[src/rtl/trace_event_buffer_if.sv]
// Consumer-side stream of the trace event buffer: head entry plus the
// valid/ready handshake. The buffer drives it through the master modport.
// The consumer uses the slave modport.
interface trace_event_buffer_if #(
   parameter int ADDR_W = 9,
   parameter int DATA_W = 32,
   parameter int TS_W   = 16
);
   logic              out_valid;
   logic              out_ready;
   logic [1:0]        out_kind;
   logic [ADDR_W-1:0] out_tag;
   logic [DATA_W-1:0] out_data;
   logic [TS_W-1:0]   out_ts;

   modport master (
      output out_valid, out_kind, out_tag, out_data, out_ts,
      input  out_ready
   );

   modport slave (
      input  out_valid, out_kind, out_tag, out_data, out_ts,
      output out_ready
   );
endinterface

[src/rtl/trace_event_buffer.sv]
// Commit-trace capture: snoops the register-file write port and the
// data-memory port. Each event is timestamped and queued in a show-ahead
// FIFO that accepts up to two pushes per cycle.
// Optional macro TRACE_ADDR_FILTER_EN adds the flt_lo/flt_hi address window
// for memory events.
module trace_event_buffer #(
   parameter int DATA_W = 32,
   parameter int ADDR_W = 9,
   parameter int REG_W  = 5,
   parameter int DEPTH  = 16,
   parameter int TS_W   = 16,
   parameter int DROP_W = 8
) (
   input  logic                       clk,
   input  logic                       rst,
   input  logic                       RegWriteSignal,
   input  logic [REG_W-1:0]           RegNum,
   input  logic [DATA_W-1:0]          RegData,
   input  logic                       WR,
   input  logic                       RD,
   input  logic [ADDR_W-1:0]          Address,
   input  logic [DATA_W-1:0]          WRData,
   input  logic [DATA_W-1:0]          RDData,
   input  logic [2:0]                 en_mask,
   input  logic                       clear,
`ifdef TRACE_ADDR_FILTER_EN
   input  logic [ADDR_W-1:0]          flt_lo,
   input  logic [ADDR_W-1:0]          flt_hi,
`endif
   trace_event_buffer_if.master       trace,
   output logic [$clog2(DEPTH+1)-1:0] count,
   output logic [DROP_W-1:0]          drop_cnt
);
   localparam int PTR_W = $clog2(DEPTH);
   localparam int CNT_W = $clog2(DEPTH+1);
   localparam int ENT_W = 2 + ADDR_W + DATA_W + TS_W;

   logic [ENT_W-1:0]  mem [DEPTH];
   logic [PTR_W-1:0]  wr_ptr_reg, wr_ptr_next, rd_ptr_reg, rd_ptr_next;
   logic [CNT_W-1:0]  count_reg, count_next;
   logic [DROP_W-1:0] drop_reg, drop_next;
   logic [TS_W-1:0]   ts_reg;

   logic              reg_ev, mem_ev, addr_ok, pop;
   logic              acc_reg, acc_mem, wr0_en, wr1_en;
   logic [1:0]        mem_kind, n_push, n_drop;
   logic [DATA_W-1:0] mem_dat;
   logic [CNT_W:0]    free;
   logic [ENT_W-1:0]  reg_ent, mem_ent, slot0, slot1, head;
   logic [PTR_W-1:0]  wr_ptr_plus1;
   logic [DEPTH-1:0]  we0, we1;
   logic [DROP_W+1:0] drop_sum;

   // Optional address window; an empty window (lo > hi) rejects everything.
`ifdef TRACE_ADDR_FILTER_EN
   assign addr_ok = (Address >= flt_lo) && (Address <= flt_hi);
`else
   assign addr_ok = 1'b1;
`endif

   // Classify this cycle's strobes into at most one reg and one mem event.
   always_comb begin
      mem_ev   = 1'b0;
      mem_kind = 2'd0;
      mem_dat  = WRData;
      case ({WR, RD})
         2'b10: begin mem_kind = 2'd1; mem_ev = en_mask[1]; end
         2'b01: begin mem_kind = 2'd2; mem_ev = en_mask[2]; mem_dat = RDData; end
         2'b11: begin mem_kind = 2'd3; mem_ev = en_mask[2]; end
         default: ;
      endcase
      mem_ev = mem_ev & addr_ok;
      reg_ev = en_mask[0] & RegWriteSignal & (RegNum != '0);
   end

   assign reg_ent = {2'd0, ADDR_W'(RegNum), RegData, ts_reg};
   assign mem_ent = {mem_kind, Address, mem_dat, ts_reg};

   assign trace.out_valid = (count_reg != '0);
   assign pop             = trace.out_valid & trace.out_ready;

   // Admission: a same-cycle pop frees a slot; the reg event claims space first.
   always_comb begin
      free    = (CNT_W+1)'(DEPTH) - {1'b0, count_reg} + {{CNT_W{1'b0}}, pop};
      acc_reg = reg_ev && (free != '0);
      acc_mem = mem_ev && (acc_reg ? (free >= (CNT_W+1)'(2)) : (free != '0));
      n_push  = {1'b0, acc_reg} + {1'b0, acc_mem};
      n_drop  = ({1'b0, reg_ev} + {1'b0, mem_ev}) - n_push;
      wr0_en  = acc_reg | acc_mem;
      wr1_en  = acc_reg & acc_mem;
      slot0   = acc_reg ? reg_ent : mem_ent;
      slot1   = mem_ent;
   end

   assign wr_ptr_plus1 = wr_ptr_reg + PTR_W'(1);

   // Per-slot write-enable decode for the two write ports.
   genvar gi;
   generate
      for (gi = 0; gi < DEPTH; gi++) begin : g_slot
         assign we0[gi] = wr0_en && (wr_ptr_reg == PTR_W'(gi));
         assign we1[gi] = wr1_en && (wr_ptr_plus1 == PTR_W'(gi));
      end
   endgenerate

   // Entry storage; port 0 and port 1 never target the same slot.
   always_ff @(posedge clk) begin
      for (int i = 0; i < DEPTH; i++) begin
         if (we0[i])
            mem[i] <= slot0;
         else if (we1[i])
            mem[i] <= slot1;
      end
   end

   // Next pointer/count/drop values; clear flushes and discards this cycle's events.
   always_comb begin
      drop_sum    = {2'b00, drop_reg} + (DROP_W+2)'(n_drop);
      drop_next   = (drop_sum > {2'b00, {DROP_W{1'b1}}}) ? {DROP_W{1'b1}} : drop_sum[DROP_W-1:0];
      wr_ptr_next = wr_ptr_reg + PTR_W'(n_push);
      rd_ptr_next = rd_ptr_reg + PTR_W'(pop);
      count_next  = count_reg + CNT_W'(n_push) - CNT_W'(pop);
      if (clear) begin
         drop_next   = '0;
         wr_ptr_next = '0;
         rd_ptr_next = '0;
         count_next  = '0;
      end
   end

   // State registers; the timestamp keeps running through clear.
   always_ff @(posedge clk) begin
      if (rst) begin
         wr_ptr_reg <= '0;
         rd_ptr_reg <= '0;
         count_reg  <= '0;
         drop_reg   <= '0;
         ts_reg     <= '0;
      end else begin
         wr_ptr_reg <= wr_ptr_next;
         rd_ptr_reg <= rd_ptr_next;
         count_reg  <= count_next;
         drop_reg   <= drop_next;
         ts_reg     <= ts_reg + TS_W'(1);
      end
   end

   // Show-ahead head; fields read as zero whenever the FIFO is empty.
   assign head           = mem[rd_ptr_reg];
   assign trace.out_kind = trace.out_valid ? head[ENT_W-1 -: 2] : '0;
   assign trace.out_tag  = trace.out_valid ? head[ENT_W-3 -: ADDR_W] : '0;
   assign trace.out_data = trace.out_valid ? head[TS_W +: DATA_W] : '0;
   assign trace.out_ts   = trace.out_valid ? head[TS_W-1:0] : '0;

   assign count    = count_reg;
   assign drop_cnt = drop_reg;
endmodule

[src/flat_wrapper.sv]
// flat-port wrapper written by rule: the top's interface ports become plain ports
module trace_event_buffer_flat 
#(
   parameter int DATA_W = 32,
   parameter int ADDR_W = 9,
   parameter int REG_W  = 5,
   parameter int DEPTH  = 16,
   parameter int TS_W   = 16,
   parameter int DROP_W = 8
)
  (clk, rst, RegWriteSignal, RegNum, RegData, WR, RD, Address, WRData, RDData, en_mask, clear, count, drop_cnt, trace_out_valid, trace_out_kind, trace_out_tag, trace_out_data, trace_out_ts, trace_out_ready);
  trace_event_buffer_if #(.ADDR_W(ADDR_W), .DATA_W(DATA_W), .TS_W(TS_W)) trace_i ();
  input  logic clk;
  input  logic rst;
  input  logic RegWriteSignal;
  input  logic [REG_W-1:0] RegNum;
  input  logic [DATA_W-1:0] RegData;
  input  logic WR;
  input  logic RD;
  input  logic [ADDR_W-1:0] Address;
  input  logic [DATA_W-1:0] WRData;
  input  logic [DATA_W-1:0] RDData;
  input  logic [2:0] en_mask;
  input  logic clear;
  output logic [$clog2(DEPTH+1)-1:0] count;
  output logic [DROP_W-1:0] drop_cnt;
  output wire logic [$bits(trace_i.out_valid)-1:0] trace_out_valid;
  output wire logic [$bits(trace_i.out_kind)-1:0] trace_out_kind;
  output wire logic [$bits(trace_i.out_tag)-1:0] trace_out_tag;
  output wire logic [$bits(trace_i.out_data)-1:0] trace_out_data;
  output wire logic [$bits(trace_i.out_ts)-1:0] trace_out_ts;
  input wire logic [$bits(trace_i.out_ready)-1:0] trace_out_ready;
  assign trace_out_valid = trace_i.out_valid;
  assign trace_out_kind = trace_i.out_kind;
  assign trace_out_tag = trace_i.out_tag;
  assign trace_out_data = trace_i.out_data;
  assign trace_out_ts = trace_i.out_ts;
  assign trace_i.out_ready = trace_out_ready;
  trace_event_buffer #(.DATA_W(DATA_W), .ADDR_W(ADDR_W), .REG_W(REG_W), .DEPTH(DEPTH), .TS_W(TS_W), .DROP_W(DROP_W)) u_core (.clk(clk), .rst(rst), .RegWriteSignal(RegWriteSignal), .RegNum(RegNum), .RegData(RegData), .WR(WR), .RD(RD), .Address(Address), .WRData(WRData), .RDData(RDData), .en_mask(en_mask), .clear(clear), .trace(trace_i), .count(count), .drop_cnt(drop_cnt));
endmodule
[config.mk]
export PLATFORM = sky130hd
export DESIGN_NAME = trace_event_buffer_flat
export DESIGN_NICKNAME = d
export VERILOG_FILES = /design/src/rtl/trace_event_buffer_if.sv /design/src/rtl/trace_event_buffer.sv /design/src/flat_wrapper.sv
export SDC_FILE = /design/constraint.sdc
export NUM_CORES = 1
export LEC_CHECK = 0
export ABC_AREA = 0
export BUFFER_PORTS_ARGS = -buffer_cell sky130_fd_sc_hd__buf_2
export CAP_MARGIN = 15
export CORE_ASPECT_RATIO = 1.2
export CORE_MARGIN = 1.5
export CORE_UTILIZATION = 50
export CTS_BUF_LIST = sky130_fd_sc_hd__clkbuf_16
export DETAILED_ROUTE_END_ITERATION = 16
export HOLD_SLACK_MARGIN = 0.06
export PLACE_DENSITY = 0.67
export SKIP_LAST_GASP = 1
export SYNTH_ARGS = -nofsm -noshare
export SYNTH_HDL_FRONTEND = slang
export SYNTH_SLANG_ARGS = --single-unit
[constraint.sdc]
create_clock -name clk -period 20.3 [get_ports clk]
set_input_delay 0 -clock clk [delete_from_list [all_inputs] [get_ports clk]]
set_output_delay 0 -clock clk [all_outputs]
set_load 0.1 [all_outputs]
==> results by group, run 1 <==
Status
  • Status: finished clean

Critical path
  • Crit-path cells: inv_1 -> ha_1 -> or4b_1 -> nand2_1 -> ha_1 -> inv_1 -> ha_1 -> xnor2_1 -> nor4_1 -> a31o_4 -> inv_4 -> ha_1 -> inv_1 -> or2_2 -> o21ai_4 -> buf_4 -> mux2_2 -> dlygate4sd3_1
  • Critical R2R Launch: u_core.count[2]$_SDFF_PP0_
  • End of the worst register-to-register path: u_core.mem[7][50]$_DFFE_PP_
  • Crit path launch type: register
  • Most frequent CP cell: ha_1
  • CP Buf/Inv Count: 6
  • CP max FO: 49
  • Setup crit start: u_core.count[2]$_SDFF_PP0_
  • Largest delay contributor family on the critical path: simple AND/OR/NAND/NOR gates
  • CP max stage delay: 720 ps
  • Crit path DAT: 6950 ps
  • CP Class: reg2reg
  • CP Capture Type: register
  • FF-to-FF path depth: 18
  • CP Data Required Time: 20730 ps
  • Slowest CP cell: nor4_1
  • R2R Setup Slk: 13780 ps

CTS
  • Post-cts hold buffer count: 152
  • CTS sink cnt: 981
  • H-tree Lvls: 3
  • CTS Buf Count: 96
  • Clock root cell: clkbuf_16
  • Post_cts resized: 0
  • Clock transition at path regs: 70 ps
  • Max Root-Sink Buffers: 3
  • CTS tree: built
  • Worst skew pair latency: 680 ps
  • Post-CTS Setup Repair Bufs: 0

Pwr
  • Sw Ratio: 0.424
  • P_leak: 0.0167 uW
  • VDD IR max: 138 uV
  • Sequential share of power: 0.352
  • Power per standard cell area: 133 nW/um^2
  • Internal power: 4080 uW
  • Switching power: 3000 uW
  • Clock Power Share: 0.241
  • Combinational power share: 0.407

Floorplan
  • Initial Utilization: 0.506
  • Die area: 95700 um^2
  • Placeable Area: 92700 um^2
  • Die X: 283 um
  • Die Y: 339 um
  • Io pins: 193
  • FP Rows: 122

STA
  • Worst Skew: 25.9 ps
  • Slew HR: 0.0620
  • Final Critical Period: 6520 ps
  • Setup TNS: 0 ps
  • Final hold violations: 0
  • Final Cycle Share: 0.321
  • Max-slew violations: 0
  • Final hold slack: 233 ps
  • Worst-Margin Slew: 1410 ps
  • Max Freq: 153 MHz
  • Setup violations, final: 0
  • Unrepaired setup endpoints after global routing: no

Synthesis
  • Netlist cell types: 48
  • Synth Cell Area: 46900 um^2
  • Ys Warns: 0
  • Top FF cell, synth: edfxtp_1
  • Syn Area/Cell: 13.6 um^2
  • Mapped Cells: 3452
  • Synth top area cells: edfxtp_1 (60%), mux4_2 (8.5%), nor3_1 (5.5%)
  • Post-synthesis async set-or-reset flop share: 0
  • #FFs+latches synth: 981
  • Cell taking the most area after synthesis: edfxtp_1
  • Post-synth EDFFs: 944
  • Synth top area share: 0.604
  • Post-Syn Nets: 3596
  • Post-synthesis sequential area ratio: 0.620

Global routing
  • Initial antenna violation count: 4
  • GRT Residual Overflow: 0
  • Largest net degree at the start of global routing: 223
  • Overall Global Routing Usage: 0.294
  • Vias in the first global route: 32200
  • First-pass GRT wire length: 208000 um

Finish
  • Post-route cell area: 53300 um^2
  • Final #Nets: 3742
  • Reg area: 29100 um^2
  • Fraction of layout cells with a size suffix above 1: 0.215
  • Multi-input gate area: 16400 um^2
  • Fill cell count: 7345
  • Number of flip-flops in the largest register: 944
  • Synth-to-Final Area Change: 13.7%

Drt
  • 1st-iter DRT viols: 3841
  • WL final: 141000 um
  • Vias: 32000
  • Remaining DRCs: 0
  • Antenna-violating nets left: 0
  • Vias per Instance: 6.50
  • DRT Pass-1 Iters: 7
  • WL per Instance: 28.7 um

Placement
  • DP Wirelength: 72900 um
  • I/O Buffers: 192
  • Routability cong.: 0.797
  • Area after DPL: 48800 um^2

Worst hold path
  • Hold Crit Start: clear
  • Min-Delay Path Class: in2reg
  • WHS Path Cells: 4
  • Worst hold endpoint: u_core.drop_cnt[7]$_SDFF_PP0_

Flow run
  • Max Cap Violations: 0
==> Yosys cell counts, drive strengths merged (33+ instances only) <==
master,count
edfxtp,944
a22oi,64
clkbuf,237
nor3,518
mux4,178
dfxtp,37
buf,162
mux2i,197
o21ai,33
nor2,54
nand2,86
and2,103
o211ai,43
o22ai,46
a21oi,474
mux2,122
==> layout make-up <==
cell class / count / area share
Clock inverter: 82 / 0.0100
Multi-Input combinational cell: 2052 / 0.307
Antenna cell: 1 / 0.0000469
Inverter: 20 / 0.00145
Sequential cell: 981 / 0.546
Timing Repair Buffer: 447 / 0.0613
Clock buffer: 98 / 0.0460
Tap cell: 1240 / 0.0291
==> metrics by stage <==
stage,util,cells,power (uW),setup WS [ps]
6_report,0.576,4921,7090,13780
3_3_place_gp,0.527,4588,5320,13930
2_1_floorplan,-,3452,4650,11150
4_1_cts,0.576,4920,7090,13810
5_1_grt,0.576,4920,7320,13420
3_5_place_dp,0.527,4588,5350,13840
==> layout by cell type (no fill, tap or decap), types with 6 or more instances in the layout <==
master	n
a21oi_1	474
inv_1	42
nand3_1	26
dfxtp_1	34
clkinv_2	21
a22oi_1	64
xnor2_1	14
mux4_2	178
buf_4	102
nor2_4	26
xor2_1	11
nand2_1	85
nor2_1	27
o211ai_1	42
o22ai_1	46
clkbuf_16	98
dlygate4sd3_1	152
nor3_1	515
a32oi_1	16
edfxtp_1	944
ha_1	20
and2_1	103
o21ai_0	17
buf_2	192
nand2b_1	6
mux2_2	122
clkinv_1	24
o21ai_4	16
mux2i_1	196
==> how the worst max path moves through the flow <==
stage | to | slack [ps] | depth (start not counted)
after floorplan | u_core.mem[3][0]$_DFFE_PP_ | 11150 | 18
after global placement | u_core.mem[0][0]$_DFFE_PP_ | 13930 | 15
after detailed placement | u_core.mem[0][15]$_DFFE_PP_ | 13840 | 15
after CTS | u_core.mem[7][50]$_DFFE_PP_ | 13810 | 18
after global routing | u_core.mem[7][50]$_DFFE_PP_ | 13420 | 18
final | u_core.mem[7][50]$_DFFE_PP_ | 13780 | 18
==> cell families after synthesis <==
logic type / share of synthesized area
and+or+nand+nor: 0.0879
adders and majority gates: 0.00704
xor gates and xnor gates: 0.00467
AOI/OAI and AO/OA: 0.0846
muxes: 0.157
buffers and inverters: 0.0390
DFF: 0.620
==> power by group through the flow <==
stage / combinational [uW] / sequential, uW / clock (uW)
global placement: 2780 / 2530 / 0
CTS: 2880 / 2490 / 1720
floorplan: 2080 / 2570 / 0
global route: 3020 / 2500 / 1790
detailed placement: 2820 / 2540 / 0
finish: 2880 / 2500 / 1710
==> worst register-to-register path: stages (launching register included) <==
cell and delay, ps:
dfxtp_1 340, inv_1 90, ha_1 170, or4b_1 590, nand2_1 150, ha_1 170
inv_1 50, ha_1 200, xnor2_1 130, nor4_1 720, a31o_4 710, inv_4 350
ha_1 380, inv_1 200, or2_2 470, o21ai_4 200, buf_4 430, mux2_2 370
dlygate4sd3_1 560
==> metal layers <==
metal	up-vias	global-route usage	share of wire
li1	13700	-	-
met1	16100	0.379	0.37
met2	1788	0.495	0.50
met3	367	0.0396	0.083
met4	2	0.132	0.044
met5	-	0	0.000092
(Power assumes the default switching activity.)
==> run 2: changes to the inputs <==
clock period = 6.02 ns   (was 20.3 ns; I/O delays follow)
==> run 2 against run 1 <==
Net effect:
- non-clock buffer count up 24
- die area unchanged
- cell area up 1.4%
- combinational power rose to 3.4 times the previous value
- critical path type unchanged
- highest routed layer unchanged
- core utilization up 0.81 points
- sequential share of layout area down 0.75 points
- clock power rose to 3.6 times the previous value
- cell count up 0.51%
- sequential cell count unchanged
- first-iteration DRC count up 2.9%
- clock skew up 0.90 ps
==> results by group, run 2 (synthesis results as in run 1) <==
Critical path
  • Crit path launch type: register
  • CP max FO: 32
  • CP Data Required Time: 6450 ps
  • FF-to-FF path depth: 18
  • R2R Setup Slk: 380 ps
  • End of the worst register-to-register path: u_core.mem[10][38]$_DFFE_PP_
  • CP Capture Type: register
  • Crit path DAT: 6070 ps
  • CP Class: reg2reg
  • Critical R2R Launch: u_core.count[3]$_SDFF_PP0_

Floorplan
  • Die area: 95700 um^2
  • Die X: 283 um
  • Io pins: 193
  • Initial Utilization: 0.506
  • FP Rows: 122
  • Die Y: 339 um
  • Placeable Area: 92700 um^2

Finish
  • Fill cell count: 7291
  • Final #Nets: 3768
  • Fraction of layout cells with a size suffix above 1: 0.222
  • Most frequent cells in the layout: edfxtp_1 (944), nor3_1 (515), a21oi_1 (474), mux2i_1 (195), buf_2 (192)
  • Commonest non-fill, non-tap cell in the layout: edfxtp_1
  • Synth-to-Final Area Change: 15.3%
  • Number of flip-flops in the largest register: 944

Global routing
  • Vias in the first global route: 32700
  • First-pass GRT wire length: 210000 um
  • GRT Residual Overflow: 0
  • Largest net degree at the start of global routing: 220
  • Initial antenna violation count: 4
  • Overall Global Routing Usage: 0.297

STA
  • Worst Skew: 26.8 ps
  • Final Critical Period: 5640 ps
  • Max-slew violations: 0
  • Max Freq: 177 MHz
  • Final Cycle Share: 0.937
  • Worst-Margin Slew: 1220 ps
  • Slew HR: 0.190
  • Final hold violations: 0
  • Setup TNS: 0 ps
  • Unrepaired setup endpoints after global routing: no
  • Setup violations, final: 0
  • Setup WS post-layout: 379 ps

Pwr
  • Power per standard cell area: 450 nW/um^2
  • VDD IR max: 456 uV
  • P_leak: 0.0170 uW

Drt
  • 1st-iter DRT viols: 3953
  • WL final: 143000 um
  • WL per Instance: 28.9 um
  • Remaining DRCs: 0
  • Vias per Instance: 6.59
  • Vias: 32600
  • DRT Pass-1 Iters: 6
  • Antenna-violating nets left: 0

Placement
  • I/O Buffers: 192
  • Routability cong.: 0.817
  • DP Wirelength: 78800 um
  • Place WS: 898 ps

CTS
  • CTS sink cnt: 981
  • Max Root-Sink Buffers: 3
  • CTS tree: built
  • Worst skew pair latency: 690 ps
  • Post-cts hold buffer count: 156
  • Clock transition at path regs: 60 ps
  • Post-CTS Setup Repair Bufs: 0
  • Clock root cell: clkbuf_16
  • H-tree Lvls: 3
  • Post_cts resized: 0
  • CTS Buf Count: 98

Worst hold path
  • Hold Crit Start: en_mask[2]
  • Worst hold endpoint: u_core.drop_cnt[0]$_SDFF_PP0_
  • Min-Delay Path Class: in2reg
  • WHS Path Cells: 8

Status
  • Status: finished clean

Flow run
  • Max Cap Violations: 0
## run 2: metal layers
metal  vias to the layer above  global-route usage  routed length, um  share of wire
met4                         6               0.139               6630          0.046
met3                       425              0.0401              13000          0.091
met2                      2006               0.504              71800           0.50
met5                         -                   0                 41        0.00029
met1                     16400               0.377              51300           0.36
li1                      13800                   -                  -              -
## run 2: stage by stage
stage | power, uW | hold slack, ps | utilization | instance area, um^2 | std cells
finish | 24400 | 175 | 0.584 | 54100 | 4946
global route | 25100 | 217 | 0.584 | 54100 | 4946
CTS | 24300 | 170 | 0.584 | 54100 | 4945
detailed placement | 18200 | 393 | 0.533 | 49300 | 4608
global placement | 18000 | 384 | 0.533 | 49300 | 4608
floorplan | 15700 | 198 | - | 47000 | 3452
## run 2: how the worst max path moves through the flow
stage                                    start                             to
floorplan           u_core.count[1]$_SDFF_PP0_     u_core.mem[7][0]$_DFFE_PP_
global placement    u_core.count[3]$_SDFF_PP0_  u_core.drop_cnt[0]$_SDFF_PP0_
detailed placement  u_core.count[3]$_SDFF_PP0_  u_core.drop_cnt[1]$_SDFF_PP0_
CTS                 u_core.count[3]$_SDFF_PP0_   u_core.mem[10][31]$_DFFE_PP_
global route        u_core.count[3]$_SDFF_PP0_    u_core.mem[6][28]$_DFFE_PP_
finish              u_core.count[3]$_SDFF_PP0_   u_core.mem[10][38]$_DFFE_PP_
## run 2: critical path, cell delays in order, from the launching register on
cell           delay [ps]
dfxtp_2               330
inv_1                  90
ha_1                  190
or4b_4                520
nand2_1               110
ha_1                  180
inv_1                  50
ha_1                  200
nor3b_1               160
mux2i_1               200
a31o_4                310
inv_4                 340
ha_1                  350
inv_1                 150
or2_2                 490
o21ai_4               430
buf_4                 540
a21oi_1               140
dlygate4sd3_1         580
## run 2: area by class of cell
cell class,count,area [um^2],share of cell area
well taps,1240,1550,0.0287
multi-input cells,2052,16400,0.303
clock inverters,82,703,0.0130
diodes,1,2.50,0.0000463
inverters,20,77.6,0.00143
repair buffers,471,3800,0.0702
flip-flops and latches,981,29100,0.538
clock buffers,99,2480,0.0458
## run 2: power by group
| group | switching [uW] | internal (uW) |
|---|---|---|
| Combinational | 7340 | 2500 |
| Clock | 2670 | 3430 |
| Sequential | 135 | 8280 |
